<file path="config.mk">
export PLATFORM = sky130hd
export DESIGN_NAME = alu_md_unit_flat
export DESIGN_NICKNAME = d
export VERILOG_FILES = /design/src/rtl/alu_md_unit_if.sv /design/src/rtl/alu_md_unit.sv /design/src/flat_wrapper.sv
export SDC_FILE = /design/constraint.sdc
export NUM_CORES = 1
export LEC_CHECK = 0
export ABC_AREA = 0
export ABC_CLOCK_PERIOD_IN_PS = 13700
export CAP_MARGIN = 20
export CORE_MARGIN = 5
export CORE_UTILIZATION = 51
export DETAILED_ROUTE_END_ITERATION = 12
export PLACE_DENSITY = 0.71
export SLEW_MARGIN = 20
export SYNTH_ARGS = -nofsm -noshare
export SYNTH_HDL_FRONTEND = slang
export SYNTH_SLANG_ARGS = --single-unit
</file>
<file path="constraint.sdc">
create_clock -name clk -period 13.7 [get_ports clk]
set_clock_uncertainty 0.15 [all_clocks]
set_input_delay 1.37 -clock clk [delete_from_list [all_inputs] [get_ports clk]]
set_output_delay 1.37 -clock clk [all_outputs]
set_load 0.01 [all_outputs]
</file>
<file path="src/rtl/alu_md_unit_if.sv">
// alu_md_unit_if: operand/op-select bus into the execute-stage ALU and
// the result, flag and HI/LO bus coming back out of it.
interface alu_md_unit_if #(
    parameter int WIDTH = 32
);
    logic [3:0]       ALUcont;
    logic [WIDTH-1:0] A;
    logic [WIDTH-1:0] B;
    logic             md_start;
    logic [WIDTH-1:0] result;
    logic             zero;
    logic             overflow;
    logic             busy;
    logic             md_done;
    logic [WIDTH-1:0] hi;
    logic [WIDTH-1:0] lo;

    modport master (
        output ALUcont, A, B, md_start,
        input  result, zero, overflow, busy, md_done, hi, lo
    );

    modport slave (
        input  ALUcont, A, B, md_start,
        output result, zero, overflow, busy, md_done, hi, lo
    );
endinterface

</file>
<file path="src/rtl/alu_md_unit.sv">
// alu_md_unit: single-cycle logic/arith/shift ALU plus a bit-serial
// unsigned multiply/divide engine that writes the HI/LO registers.
module alu_md_unit #(
    parameter int WIDTH = 32
) (
    input logic        clk,
    input logic        rst_n,
    alu_md_unit_if.slave bus
);
    localparam int SHW = $clog2(WIDTH);
    localparam logic [SHW:0] CNT_INIT = (SHW+1)'(WIDTH);
    localparam logic [SHW:0] CNT_ONE  = (SHW+1)'(1);

    typedef enum logic [1:0] {IDLE, MUL, DIV, DONE} state_t;

    state_t           state;
    state_t           state_nxt;
    logic [SHW:0]     cnt;
    logic [WIDTH-1:0] opd;
    logic [WIDTH-1:0] acc;
    logic [WIDTH-1:0] qr;
    logic [WIDTH-1:0] hi_q;
    logic [WIDTH-1:0] lo_q;
    logic [WIDTH-1:0] acc_nxt;
    logic [WIDTH-1:0] qr_nxt;
    logic [WIDTH:0]   msum;
    logic [WIDTH:0]   dshift;
    logic [WIDTH:0]   ddiff;
    logic             dge;
    logic             start_ok;
    logic             busy_i;
    logic             last;

    logic [SHW-1:0]   sh;
    logic [WIDTH-1:0] sum;
    logic [WIDTH-1:0] diff;
    logic [WIDTH-1:0] res;
    logic             ovf;

    assign sh     = bus.B[SHW-1:0];
    assign sum    = bus.A + bus.B;
    assign diff   = bus.A - bus.B;
    assign busy_i = (state == MUL) || (state == DIV);
    assign last   = (cnt == CNT_ONE);
    assign start_ok = ((state == IDLE) || (state == DONE))
                    && bus.md_start
                    && (bus.ALUcont[3:1] == 3'b111);

    // Combinational operation select; MFHI/MFLO read committed HI/LO only.
    always_comb begin
        res = '0;
        case (bus.ALUcont)
            4'b0000: res = bus.A & bus.B;
            4'b0001: res = bus.A | bus.B;
            4'b0010: res = sum;
            4'b0011: res = bus.A ^ bus.B;
            4'b0100: res = bus.A & ~bus.B;
            4'b0101: res = bus.A | ~bus.B;
            4'b0110: res = diff;
            4'b0111: res = {{(WIDTH-1){1'b0}},
                            ($signed(bus.A) < $signed(bus.B))};
            4'b1000: res = {{(WIDTH-1){1'b0}}, (bus.A < bus.B)};
            4'b1001: res = bus.A << sh;
            4'b1010: res = bus.A >> sh;
            4'b1011: res = $signed(bus.A) >>> sh;
            4'b1100: res = hi_q;
            4'b1101: res = lo_q;
            default: res = '0;
        endcase
    end

    // Signed overflow flag, meaningful for ADD and SUB only.
    always_comb begin
        ovf = 1'b0;
        if (bus.ALUcont == 4'b0010)
            ovf = (bus.A[WIDTH-1] == bus.B[WIDTH-1])
               && (sum[WIDTH-1] != bus.A[WIDTH-1]);
        else if (bus.ALUcont == 4'b0110)
            ovf = (bus.A[WIDTH-1] != bus.B[WIDTH-1])
               && (diff[WIDTH-1] != bus.A[WIDTH-1]);
    end

    // One step of shift-add multiply or restoring divide.
    always_comb begin
        msum    = {1'b0, acc} + (qr[0] ? {1'b0, opd} : '0);
        dshift  = {acc, qr[WIDTH-1]};
        dge     = (dshift >= {1'b0, opd});
        ddiff   = dshift - {1'b0, opd};
        acc_nxt = acc;
        qr_nxt  = qr;
        if (state == MUL) begin
            acc_nxt = msum[WIDTH:1];
            qr_nxt  = {msum[0], qr[WIDTH-1:1]};
        end else if (state == DIV) begin
            acc_nxt = dge ? ddiff[WIDTH-1:0] : dshift[WIDTH-1:0];
            qr_nxt  = {qr[WIDTH-2:0], dge};
        end
    end

    // Sequencer state register.
    always_ff @(posedge clk or negedge rst_n) begin
        if (!rst_n) state <= IDLE;
        else        state <= state_nxt;
    end

    // Next state: accept starts when idle or finishing, run WIDTH steps.
    always_comb begin
        state_nxt = state;
        case (state)
            IDLE, DONE: begin
                if (start_ok) state_nxt = bus.ALUcont[0] ? DIV : MUL;
                else          state_nxt = IDLE;
            end
            MUL, DIV: begin
                if (last) state_nxt = DONE;
            end
            default: state_nxt = IDLE;
        endcase
    end

    // Working registers; HI/LO written only on the final step.
    always_ff @(posedge clk or negedge rst_n) begin
        if (!rst_n) begin
            cnt  <= '0;
            opd  <= '0;
            acc  <= '0;
            qr   <= '0;
            hi_q <= '0;
            lo_q <= '0;
        end else if (start_ok) begin
            cnt <= CNT_INIT;
            acc <= '0;
            if (bus.ALUcont[0]) begin
                qr  <= bus.A;
                opd <= bus.B;
            end else begin
                qr  <= bus.B;
                opd <= bus.A;
            end
        end else if (busy_i) begin
            cnt <= cnt - CNT_ONE;
            acc <= acc_nxt;
            qr  <= qr_nxt;
            if (last) begin
                hi_q <= acc_nxt;
                lo_q <= qr_nxt;
            end
        end
    end

    assign bus.result   = res;
    assign bus.zero     = (res == '0);
    assign bus.overflow = ovf;
    assign bus.busy     = busy_i;
    assign bus.md_done  = (state == DONE);
    assign bus.hi       = hi_q;
    assign bus.lo       = lo_q;
endmodule

</file>
<file path="src/flat_wrapper.sv">
// flat-port wrapper written by rule: the top's interface ports become plain ports
module alu_md_unit_flat 
#(
    parameter int WIDTH = 32
)
  (clk, rst_n, bus_ALUcont, bus_A, bus_B, bus_md_start, bus_result, bus_zero, bus_overflow, bus_busy, bus_md_done, bus_hi, bus_lo);
  alu_md_unit_if #(.WIDTH(WIDTH)) bus_i ();
  input logic clk;
  input logic rst_n;
  input wire logic [$bits(bus_i.ALUcont)-1:0] bus_ALUcont;
  input wire logic [$bits(bus_i.A)-1:0] bus_A;
  input wire logic [$bits(bus_i.B)-1:0] bus_B;
  input wire logic [$bits(bus_i.md_start)-1:0] bus_md_start;
  output wire logic [$bits(bus_i.result)-1:0] bus_result;
  output wire logic [$bits(bus_i.zero)-1:0] bus_zero;
  output wire logic [$bits(bus_i.overflow)-1:0] bus_overflow;
  output wire logic [$bits(bus_i.busy)-1:0] bus_busy;
  output wire logic [$bits(bus_i.md_done)-1:0] bus_md_done;
  output wire logic [$bits(bus_i.hi)-1:0] bus_hi;
  output wire logic [$bits(bus_i.lo)-1:0] bus_lo;
  assign bus_i.ALUcont = bus_ALUcont;
  assign bus_i.A = bus_A;
  assign bus_i.B = bus_B;
  assign bus_i.md_start = bus_md_start;
  assign bus_result = bus_i.result;
  assign bus_zero = bus_i.zero;
  assign bus_overflow = bus_i.overflow;
  assign bus_busy = bus_i.busy;
  assign bus_md_done = bus_i.md_done;
  assign bus_hi = bus_i.hi;
  assign bus_lo = bus_i.lo;
  alu_md_unit #(.WIDTH(WIDTH)) u_core (.clk(clk), .rst_n(rst_n), .bus(bus_i));
endmodule
</file>
==> results.py, run 1 <==
metrics = {
    "synth": {
        "ys_top_cells_by_area": "dfrtp_1 (19%), mux2i_1 (7.7%), ha_1 (7.5%), a21oi_1 (6.4%), o21ai_0 (5.3%)",
        "synth_edf_count": 0,
        "ys_seq_area_share_pct": 19.0,
        "synthDominantCellAreaShare_pct": 19.0,
        "ys.flop_type": "dfrtp_1",
        "postSynthAreaPerCell_um2": 7.48,
        "synth_common_cells": "nand2_1 (297), a21oi_1 (285), nor2_1 (250), o21ai_0 (235), mux2i_1 (171)",
        "synth_seq_cells": 168,
        "synth_cell_types": 100,
        "async_reset_ff_share_pct": 100,
        "synthMostInstantiatedCell": "nand2_1",
        "syn_nets": 3169,
        "netlist_area_mm2": 0.0222,
        "synthCells": 2961,
        "ys_warn_count": 0,
        "synth_top_area_cell": "dfrtp_1",
    },
    "final_layout": {
        "layout-drive-gt1-share_pct": 6.44,
        "stdcell_count": 3555,
        "area_growth_pct": 11.0,
        "final_nets": 3161,
        "utilization_pct": 57.1,
    },
    "placement": {
        "io_buffers": 170,
        "dpl.hpwl_mm": 75.6,
        "place_inst": 3519,
        "place_congestion": 1.07,
    },
    "critical_path": {
        "worstPathCellList": "buf_2 -> buf_4 -> inv_2 -> ha_1 -> nor2_1 -> a211oi_1 -> o21ai_1 -> o21a_1 -> mux2i_1 -> or4_1 -> nor4b_1 -> nand4bb_1 -> nor4_1 -> nand4b_1 -> nor2_1 -> clkdlybuf4s50_1",
        "cpMostUsedCell": "nor2_1",
        "crit_family": "simple AND/OR/NAND/NOR gates",
        "cp_max_fo": 57,
        "end_kind": "output pin",
        "arrival_ps": 7030,
        "worst-path-buf-inv": 4,
        "critPathKind": "input pin to output pin",
        "worstPathRequired_ps": 12180,
        "cp-start-kind": "input pin",
        "critPathSlowestCell": "nor4b_1",
        "slowest_delay_ps": 660,
    },
    "grt": {
        "grt_overflow_total": 0,
        "antenna_found_initial": 3,
        "grt_pass1_vias": 23267,
        "grt_max_degree": 91,
        "grt_usage_pct": 40.3,
        "grt_pass1_wl_mm": 148,
    },
    "floorplanning": {
        "start_util_pct": 51.4,
        "fp-row-count": 76,
        "die_area_mm2": 0.0477,
        "num_io_pins": 171,
        "fp.dieH_um": 218,
        "coreArea_mm2": 0.0431,
        "die_w_um": 218,
    },
    "timing": {
        "hold_slack_ps": 374,
        "setup_viol": 0,
        "clock.fmax_mhz": 117,
        "finalCritPeriodShare_pct": 62.4,
        "max-slew-margin-rel_pct": 17.7,
        "timing.final.max_slew_violations": 0,
        "hold_viol_final": 0,
        "rsz0062_at_grt": "no",
        "setup-tns-final_ps": 0,
        "tightest_slew_ps": 1230,
        "fin_crit_ps": 8550,
    },
    "power_and_ir_drop": {
        "power.total_w": 0.00320,
        "peakVddDrop_uv": 141,
        "leakagePower_nw": 10.3,
        "p_per_area_mw_per_mm2": 130,
    },
    "drt": {
        "wirelength_mm": 101,
        "routedWlPerCell_um": 28.3,
        "vias": 25290,
        "first_pass_iters": 7,
        "via_per_inst": 7.11,
        "initialDrtViolationCount": 3885,
        "drc": 0,
        "antenna_left": 0,
    },
    "clock_tree": {
        "ctsHoldBuffers": 0,
        "cts_sinks": 168,
        "clk_path_buf_depth": 2,
        "worst_skew_pair.late_latency_ps": 450,
        "cts_htree_levels": 4,
        "root_buffer": "clkbuf_16",
        "cts_tree": "yes",
        "cts-resized-gates": 0,
        "clk_pin_slew_ps": 70,
        "post-cts-setup-buffer-count": 0,
        "cts_buffers": 17,
    },
    "run": {
        "maxCapViolations": 0,
    },
    "min_path": {
        "hp-class": "register to register",
    },
    "run_status": {
        "status": "completed",
    },
}
[cells in the final DEF, fill, tap and decap left out, types with 36 or more instances in the layout]
master / Yosys / final
nand2_1: 297 / 297
mux2_2: 36 / 36
a221oi_1: 50 / 50
a21oi_1: 285 / 285
mux2i_1: 171 / 171
xor2_1: 40 / 40
a211oi_1: 43 / 43
o21ai_0: 235 / 235
xnor2_1: 54 / 54
o211ai_1: 51 / 51
nor2_1: 250 / 249
inv_1: 121 / 121
clkdlybuf4s50_1: 0 / 163
buf_4: 6 / 45
nor3_1: 90 / 90
and2_1: 42 / 42
dfrtp_1: 168 / 168
nand3_1: 50 / 47
ha_1: 133 / 131
a21o_1: 51 / 51
o22ai_1: 39 / 39
[logic make-up after synthesis]
group / Yosys count / share of synthesized area (%)
and+or+nand+nor: 914 / 19.4
AOI/OAI and AO/OA: 1041 / 30.6
muxes: 234 / 12.3
xor gates and xnor gates: 94 / 3.71
buffers and inverters: 365 / 6.79
adders and majority gates: 145 / 8.24
DFF: 168 / 19.0
[metrics by stage]
stage          area [µm²]  setup slack (ps)
4_1_cts             24600              5260
6_report            24600              5150
5_1_grt             24600              4970
2_1_floorplan       22200              6940
3_5_place_dp        24000              5300
3_3_place_gp        24000              5300
[power by group]
group	internal (W)	switching (W)
combinational	0.000749	0.00117
clock	0.000299	0.000216
sequential	0.000609	0.000157
[sequential cells by signal (all words and copies together), names as in the netlist]
register	flops
u_core.bus.lo	32
u_core.opd	32
u_core.qr	32
u_core.bus.hi	32
u_core.cnt	6
u_core.state	2
u_core.acc	32
[worst min-delay path: cells and delay by family, from the launching register on]
kind	cells	cell delay [ps]
DFF	1	370
AOI/OAI and AO/OA	1	60
and+or+nand+nor	1	50
[final timing paths]
kind	cells past startpoint	startpoint	endpoint	slack (ps)
worst min register to register	2	u_core.bus.lo[28]	u_core.bus.lo[28]	370
worst max-delay path	16	bus_B[2]	bus_zero	5150
worst max register to register	15	u_core.qr[0]	u_core.bus.hi[31]	9100
min in group asynchronous	1	rst_n	u_core.acc[27]	850
max in group asynchronous	2	rst_n	u_core.cnt[3]	10970
worst min-delay path	2	u_core.bus.lo[28]	u_core.bus.lo[28]	370
[area by class of cell]
| cell class | count | area, µm² |
|---|---|---|
| fillers | 4032 | 18500 |
| multi-input cells | 2428 | 16600 |
| flip-flops and latches | 168 | 4200 |
| repair buffers | 214 | 2010 |
| well taps | 585 | 732 |
| inverters | 124 | 467 |
| clock buffers | 20 | 457 |
| clock inverters | 12 | 163 |
| diodes | 4 | 10.0 |
[metal layers]
metal  GRT usage, %  wire length, µm  part of all wire (%)
met3           9.28            11100                    11
met1           54.7            40400                    40
met2           59.8            42600                    42
met4           20.6             6380                   6.3
met5           1.56              109                  0.11
Note: power is estimated with default switching activity, not from simulation.
==> inputs of run 2 (changes only) <==
--- a/config.mk
+++ b/config.mk
@@ -6,12 +6,12 @@
 export NUM_CORES = 1
 export LEC_CHECK = 0
 export ABC_AREA = 0
-export ABC_CLOCK_PERIOD_IN_PS = 13700
+export ABC_CLOCK_PERIOD_IN_PS = 7000
 export CAP_MARGIN = 20
 export CORE_MARGIN = 5
 export CORE_UTILIZATION = 51
 export DETAILED_ROUTE_END_ITERATION = 12
-export PLACE_DENSITY = 0.71
+export PLACE_DENSITY = 0.74
 export SLEW_MARGIN = 20
 export SYNTH_ARGS = -nofsm -noshare
 export SYNTH_HDL_FRONTEND = slang
==> constraint.sdc (replaced) <==
create_clock -name clk -period 7 [get_ports clk]
set_clock_uncertainty 0.15 [all_clocks]
set_input_delay 0.7 -clock clk [delete_from_list [all_inputs] [get_ports clk]]
set_output_delay 0.7 -clock clk [all_outputs]
set_load 0.01 [all_outputs]
==> run 2 against run 1 <==
Design area grew 1.7%. Clock-buffer cell count did not move. Clock power up 76%. First-iteration DRC count grew 9.3%. Via count up 2.4%. Sequential share of layout area shrank 0.29 points. Worst hold slack got worse by 200 ps. Sequential power up 98%. Largest cell class unchanged. Highest routed layer unchanged.
==> results.py, run 2 (synthesis results as in run 1) <==
metrics = {
    "drt": {
        "first_pass_iters": 9,
        "vias": 25886,
        "initialDrtViolationCount": 4247,
        "via_per_inst": 7.16,
        "antenna_left": 0,
        "drc": 0,
        "wirelength_mm": 106,
        "routedWlPerCell_um": 29.2,
    },
    "timing": {
        "rsz0062_at_grt": "no",
        "fin_crit_ps": 6640,
        "hold_viol_final": 0,
        "max-slew-margin-rel_pct": 22.3,
        "finalCritPeriodShare_pct": 94.9,
        "setup-tns-final_ps": 0,
        "clock.fmax_mhz": 151,
        "timing.final.max_slew_violations": 0,
        "hold_slack_ps": 174,
        "setup_viol": 0,
        "setup_ws_ps": 356,
        "tightest_slew_ps": 1170,
    },
    "critical_path": {
        "cp_max_fo": 12,
        "critPathKind": "input pin to output pin",
        "r2r_setup_slack_ps": 1820,
        "cp-start-kind": "input pin",
        "worstPathRequired_ps": 6150,
        "arrival_ps": 5790,
        "end_kind": "output pin",
    },
    "placement": {
        "pre_cts_slack_ps": 520,
        "place_congestion": 1.11,
        "dpl.hpwl_mm": 82.1,
        "io_buffers": 170,
    },
    "final_layout": {
        "utilization_pct": 58.1,
        "final_common_cell": "nand2_1",
        "final_nets": 3224,
        "layout-drive-gt1-share_pct": 8.39,
        "area_growth_pct": 12.9,
        "layout_common_cells": "nand2_1 (297), a21oi_1 (285), nor2_1 (249), o21ai_0 (234), mux2i_1 (171)",
    },
    "floorplanning": {
        "fp.dieH_um": 218,
        "start_util_pct": 51.4,
        "fp-row-count": 76,
        "coreArea_mm2": 0.0431,
        "num_io_pins": 171,
        "die_w_um": 218,
        "die_area_mm2": 0.0477,
    },
    "grt": {
        "antenna_found_initial": 4,
        "grt_pass1_wl_mm": 156,
        "grt_max_degree": 95,
        "grt_usage_pct": 42.5,
        "grt_overflow_total": 0,
        "grt_pass1_vias": 23968,
    },
    "clock_tree": {
        "clk_pin_slew_ps": 60,
        "ctsHoldBuffers": 0,
        "cts_tree": "yes",
        "cts_buffers": 17,
        "root_buffer": "clkbuf_16",
        "clk_path_buf_depth": 2,
        "cts_sinks": 168,
        "cts_htree_levels": 4,
        "cts-resized-gates": 0,
        "worst_skew_pair.late_latency_ps": 450,
        "post-cts-setup-buffer-count": 0,
    },
    "min_path": {
        "hp-class": "input pin to async pin",
    },
    "power_and_ir_drop": {
        "peakVddDrop_uv": 236,
        "leakagePower_nw": 10.6,
        "power.total_w": 0.00622,
        "p_per_area_mw_per_mm2": 248,
    },
    "run": {
        "maxCapViolations": 0,
    },
    "run_status": {
        "status": "completed",
    },
}
-- run 2: cell types whose count changed in the layout (fill, tap and decap cells not counted), sizes merged --
cell    before  now
clkinv       5    8
bufinv       3    0
buf         51  114
diode        4    3
-- run 2: metal layers --
metal / global-route usage (%) / wire (µm) / share of wire (%) / vias up
met1: 56.5 / 41000 / 39 / 12388
li1: - / - / - / 11121
met4: 23.5 / 7930 / 7.5 / 2
met3: 9.67 / 12100 / 11 / 418
met2: 64.0 / 44500 / 42 / 1957
met5: 0 / 13 / 0.012 / -
-- run 2: stage by stage --
stage          std cells  area, µm²
2_1_floorplan       2961      22200
3_3_place_gp        3582      24500
3_5_place_dp        3582      24500
4_1_cts             3614      25000
5_1_grt             3614      25000
6_report            3617      25000
-- run 2: where the power goes --
part / leakage, nW / internal, W / switching (W) / total [W]
clock: 0.269 / 0.000478 / 0.000427 / 0.000904
sequential: 2.14 / 0.00119 / 0.000327 / 0.00152
combinational: 8.14 / 0.00149 / 0.00230 / 0.00379
-- run 2: path summary, 6_finish.rpt --
check                          startpoint                end  cells past startpoint
max                              bus_A[7]           bus_zero                     15
min                                 rst_n     u_core.acc[27]                      1
max reg2reg                  u_core.qr[0]  u_core.bus.hi[29]                     14
min reg2reg                u_core.opd[31]     u_core.opd[31]                      2
max in group asynchronous           rst_n  u_core.bus.lo[12]                      2
min in group clk           u_core.opd[31]     u_core.opd[31]                      2
-- run 2: area by class of cell --
class                           instances  area, µm²
Antenna cell                            3       7.51
Clock buffer                           20        457
Clock inverter                         12       93.8
Fill cell                            3960      18100
Inverter                              124        467
Multi-Input combinational cell       2428      16600
Sequential cell                       168       4200
Tap cell                              585        732
Timing Repair Buffer                  277       2510
-- run 2: critical path, cell delays in order --
cell             delay (ps)
clkdlybuf4s50_1         800
ha_1                    480
nor4_1                  560
o311ai_1                260
nand2_1                 150
o41ai_1                  70
buf_4                   170
o31ai_1                 480
mux2i_1                 150
a211o_1                 300
nand4bb_1               300
nor4_1                  450
nand4b_1                150
nor2_1                  180
clkdlybuf4s50_1         560
==> RTL edit 1: new RTL, settings of run 1 <==
`WIDTH` is set to 32 in 3 places; all go to 16.
--- a/src/rtl/alu_md_unit_if.sv
+++ b/src/rtl/alu_md_unit_if.sv
@@ -3,3 +3,3 @@
 interface alu_md_unit_if #(
-    parameter int WIDTH = 32
+    parameter int WIDTH = 16
 );
--- a/src/rtl/alu_md_unit.sv
+++ b/src/rtl/alu_md_unit.sv
@@ -3,3 +3,3 @@
 module alu_md_unit #(
-    parameter int WIDTH = 32
+    parameter int WIDTH = 16
 ) (
--- a/src/flat_wrapper.sv
+++ b/src/flat_wrapper.sv
@@ -3,3 +3,3 @@
 #(
-    parameter int WIDTH = 32
+    parameter int WIDTH = 16
 )
Interface: changed (5 resized); port bits go from 171 to 91. The function was not compared with the original's and may differ.
==> RTL edit 1 against run 1 <==
  * Worst setup slack improved by 270 ps
  * Core utilization increased by 0.57 points
  * Wire length decreased by 64%
  * Count of clock-buffer cells in the layout decreased by 11
  * Sequential cell count decreased by 81
  * Global-route usage decreased by 11 points
  * Fmax increased by 3.2%
  * Total power decreased by 54%
  * Die area decreased by 51%
  * Design area decreased by 53%
  * Area after synthesis decreased by 53%
  * Final cell count decreased by 54%
  * Critical endpoint unchanged
==> RTL edit 1: results (changes against run 1) <==
.. list-table::
   :header-rows: 1

   * - Metric
     - Value
   * - Run status
     - complete, no violations (unchanged)
   * - Portion of netlist area occupied by mux cells
     - 12.6% (was 12.3%)
   * - Num CTS Buffers
     - 9 (was 17)
   * - Fin nets
     - 1,464 (was 3,161)
   * - CP max stage cell
     - or4_1 (was nor4b_1)
   * - First-pass GRT wire length
     - 56.0 mm (was 148 mm)
   * - Slack of the worst reg-to-reg path
     - 9560 ps (was 9100 ps)
   * - Maximum level of the CTS H-tree
     - 3 (was 4)
   * - Proportion of synthesized chip area in sequential cells
     - 20.8% (was 19.0%)
   * - Setup crit start
     - bus_B[1] (was bus_B[2])
   * - Slew at the pin closest to its max-slew limit
     - 1040 ps (was 1230 ps)
   * - Clock insertion delay at the later pin of the skew report
     - 340 ps (was 450 ps)
   * - Number of different library cells in the post-synthesis netlist
     - 88 (was 100)
   * - Pre-Repair DR Iteration Count
     - 6 (was 7)
   * - Share of post-route cells with drive strength above 1
     - 7.44% (was 6.44%)
   * - Synth Area per Inst
     - 7.83 um^2 (was 7.48 um^2)
   * - Global-route usage over all layers
     - 29.4% (was 40.3%)
   * - Xor and xnor fraction of the mapped netlist area
     - 3.59% (was 3.71%)
   * - Lkg Pwr
     - 4.85 nW (was 10.3 nW)
   * - Main area contributors after synthesis
     - dfrtp_1 21%, ha_1 8.2%, mux2i_1 6.8%, a21oi_1 5.9%, o21ai_0 5.4% (was dfrtp_1 19%, mux2i_1 7.7%, ha_1 7.5%, a21oi_1 6.4%, o21ai_0 5.3%)
   * - CP max stage delay
     - 570 ps (was 660 ps)
   * - Reg2Reg Depth
     - 10 (was 15)
   * - Worst Hold End
     - u_core.opd[0] (was u_core.bus.lo[28])
   * - Area fraction in compound gates after synthesis
     - 27.3% (was 30.6%)
   * - Arithmetic-cell share of the synthesized area counting full adders, half adders and majority gates
     - 9.39% (was 8.24%)
   * - Pre-CTS worst setup slack
     - 5490 ps (was 5300 ps)
   * - Final period util
     - 60.5% (was 62.4%)
   * - Start point of the worst hold path
     - u_core.opd[0] (was u_core.bus.lo[28])
   * - Sum of routed wire length over all layers
     - 36.2 mm (was 101 mm)
   * - Initial detailed-routing violation count
     - 969 (was 3,885)
   * - Vias in the first global route
     - 9,692 (was 23,300)
   * - Peak supply drop
     - 0.0000826 V (was 0.000141 V)
   * - Routed vias/inst
     - 6.52 (was 7.11)
   * - Antenna diodes
     - 0 (was 4)
   * - Combinational power
     - 0.816 mW (was 1.91 mW)
   * - Via count
     - 10,600 (was 25,300)
   * - Largest net degree at the start of global routing
     - 65 (was 91)
   * - Antenna violations before repair
     - 0 (was 3)
   * - Sequential fraction of design power
     - 28.2% (was 24.0%)
   * - Worst path top cell family by delay
     - buffers and inverters (was simple AND/OR/NAND/NOR gates)
==> RTL edit 1: cell count changes in the layout (fill, tap and decap cells not counted), moves of 64 or more <==
cell / change
a21oi_1: -161
clkdlybuf4s50_1: -77
dfrtp_1: -81
ha_1: -64
mux2i_1: -100
nand2_1: -175
nor2_1: -154
nor3_1: -65
o21ai_0: -122
==> RTL edit 1: worst min-delay path, delay by kind of cell (launching register included) <==
kind	cells	cell delay, ps
flip-flops	1	370
AND/OR/NAND/NOR	1	50
AO/OA/AOI/OAI	1	60
==> RTL edit 1: cell type report <==
cell class,count,area (um^2),share of cell area [%]
clock buffers,9,225,1.93
well taps,270,338,2.89
inverters,64,240,2.06
repair buffers,107,1010,8.66
clock inverters,7,62.6,0.536
flip-flops and latches,87,2180,18.7
multi-input cells,1083,7620,65.3
==> RTL edit 1: routing by layer <==
metal  share of wire (%)  track usage, %  vias up
li1                    -               -     4989
met3                 9.1            5.97       72
met2                  44            44.4      497
met1                  45            43.8     5044
met4                 2.3            5.89        0
met5                   0               0        -
==> RTL edit 2: new RTL, config.mk and constraints of run 1 <==
Made on the original files. The 4 states of `state_t` get a one-hot encoding in 4 bits.
--- a/src/rtl/alu_md_unit.sv
+++ b/src/rtl/alu_md_unit.sv
@@ -13,3 +13,3 @@
 
-    typedef enum logic [1:0] {IDLE, MUL, DIV, DONE} state_t;
+    typedef enum logic [3:0] {IDLE = 4'b0001, MUL = 4'b0010, DIV = 4'b0100, DONE = 4'b1000} state_t;
 
Check against the original RTL: no difference found for any inputs over 4 cycles, from zero or initial values and one cycle with rst_n low; so few cycles prove little.
==> RTL edit 2 against run 1 <==
  * Wire length rose by 0.41%
  * Sequential cell count increased by 2
  * Core utilization is essentially flat
  * Worst setup slack worse by 520 ps
  * Sequential share of layout area rose by 0.75 points
  * Design area fell by 3.0%
  * Area after synthesis shrank 3.5%
  * Total power down 30%
  * Final cell count fell by 2.8%
  * Largest cell class unchanged
  * Largest power group unchanged
==> RTL edit 2: results (changes against run 1) <==
.. list-table::
   :header-rows: 1

   * - Metric
     - Value
   * - Run status
     - complete, no violations (unchanged)
   * - Worst Hold End
     - u_core.opd[6] (was u_core.bus.lo[28])
   * - Worst path top cell family by delay
     - compound AO/OA/AOI/OAI gates (was simple AND/OR/NAND/NOR gates)
   * - Lkg Pwr
     - 10.4 nW (was 10.3 nW)
   * - Global-route usage over all layers
     - 41.8% (was 40.3%)
   * - Antenna diodes
     - 2 (was 4)
   * - Multi-input combinational area share
     - 66.0% (was 67.3%)
   * - Detail Placement HPWL
     - 75.8 mm (was 75.6 mm)
   * - Maximum fanout encountered on the critical timing path
     - 44 (was 57)
   * - First-pass GRT wire length
     - 149 mm (was 148 mm)
   * - Placeable core region
     - 0.0418 mm^2 (was 0.0431 mm^2)
   * - Grt met3 use
     - 12.1% (was 9.28%)
   * - Max-Slew Margin vs Limit
     - 16.0% (was 17.7%)
   * - Wire length on met3
     - 12.4 mm (was 11.1 mm)
   * - Placed Instances
     - 3,420 (was 3,519)
   * - Placer Congestion
     - 1.11 (was 1.07)
   * - Met1 routed wirelength after detailed routing
     - 39.6 mm (was 40.4 mm)
   * - Slack of the worst reg-to-reg path
     - 8650 ps (was 9100 ps)
   * - Worst-case hold slack
     - 361 ps (was 374 ps)
   * - Main area contributors after synthesis
     - dfrtp_1 20%, ha_1 7.6%, a21oi_1 6.9%, nand2_1 6.6%, mux2i_1 5.8% (was dfrtp_1 19%, mux2i_1 7.7%, ha_1 7.5%, a21oi_1 6.4%, o21ai_0 5.3%)
   * - Total number of sequential cells
     - 170 (was 168)
   * - Proportion of synthesized chip area in sequential cells
     - 19.9% (was 19.0%)
   * - Antenna violations before repair
     - 4 (was 3)
   * - GRT met1 Usage
     - 56.1% (was 54.7%)
   * - Peak supply drop
     - 0.0000924 V (was 0.000141 V)
   * - Initial detailed-routing violation count
     - 4,082 (was 3,885)
   * - Power per standard cell area
     - 93.2 mW/mm^2 (was 130 mW/mm^2)
   * - Largest net degree at the start of global routing
     - 110 (was 91)
   * - Pre-Repair DR Iteration Count
     - 8 (was 7)
   * - Routed vias/inst
     - 7.18 (was 7.11)
   * - Non-clock buffer count
     - 227 (was 214)
   * - Number of fill cells in the layout
     - 3,932 (was 4,032)
   * - Share of final layout cell area taken by clock buffers and inverters
     - 2.42% (was 2.52%)
   * - Sum of routed wire length over all layers
     - 101 mm (about the same)
   * - Syn_nets
     - 3,093 (was 3,169)
   * - Count of mapped cells out of synthesis
     - 2,888 (was 2,961)
   * - Global routing met2 resource utilization
     - 60.7% (was 59.8%)
## RTL edit 2: logic make-up (layout without fill, tap and decap cells)
logic type / Yosys count / in the layout / share of synthesized area [%]
AOI/OAI and AO/OA: 1033 / 1033 / 30.9
and+or+nand+nor: 910 / 910 / 19.6
buffers and inverters: 357 / 383 / 6.73
muxes: 189 / 189 / 11.0
DFF: 170 / 170 / 19.9
adders and majority gates: 135 / 135 / 8.03
xor gates and xnor gates: 94 / 94 / 3.85
other: 0 / 2 / 0
## RTL edit 2: worst max-delay path by stage
stage	start	to	slack, ps	cells after the start
floorplan	bus_B[3]	bus_zero	5990	19
global placement	bus_B[0]	bus_zero	4890	17
detailed placement	bus_B[0]	bus_zero	4760	17
CTS	bus_B[0]	bus_zero	4750	17
global route	bus_B[0]	bus_zero	4220	17
finish	bus_B[0]	bus_zero	4630	17
## RTL edit 2: power by group
group / total [mW] / internal (mW) / switching [mW]
logic: 1.11 / 0.422 / 0.685
registers: 0.628 / 0.559 / 0.0690
clock network: 0.488 / 0.258 / 0.230
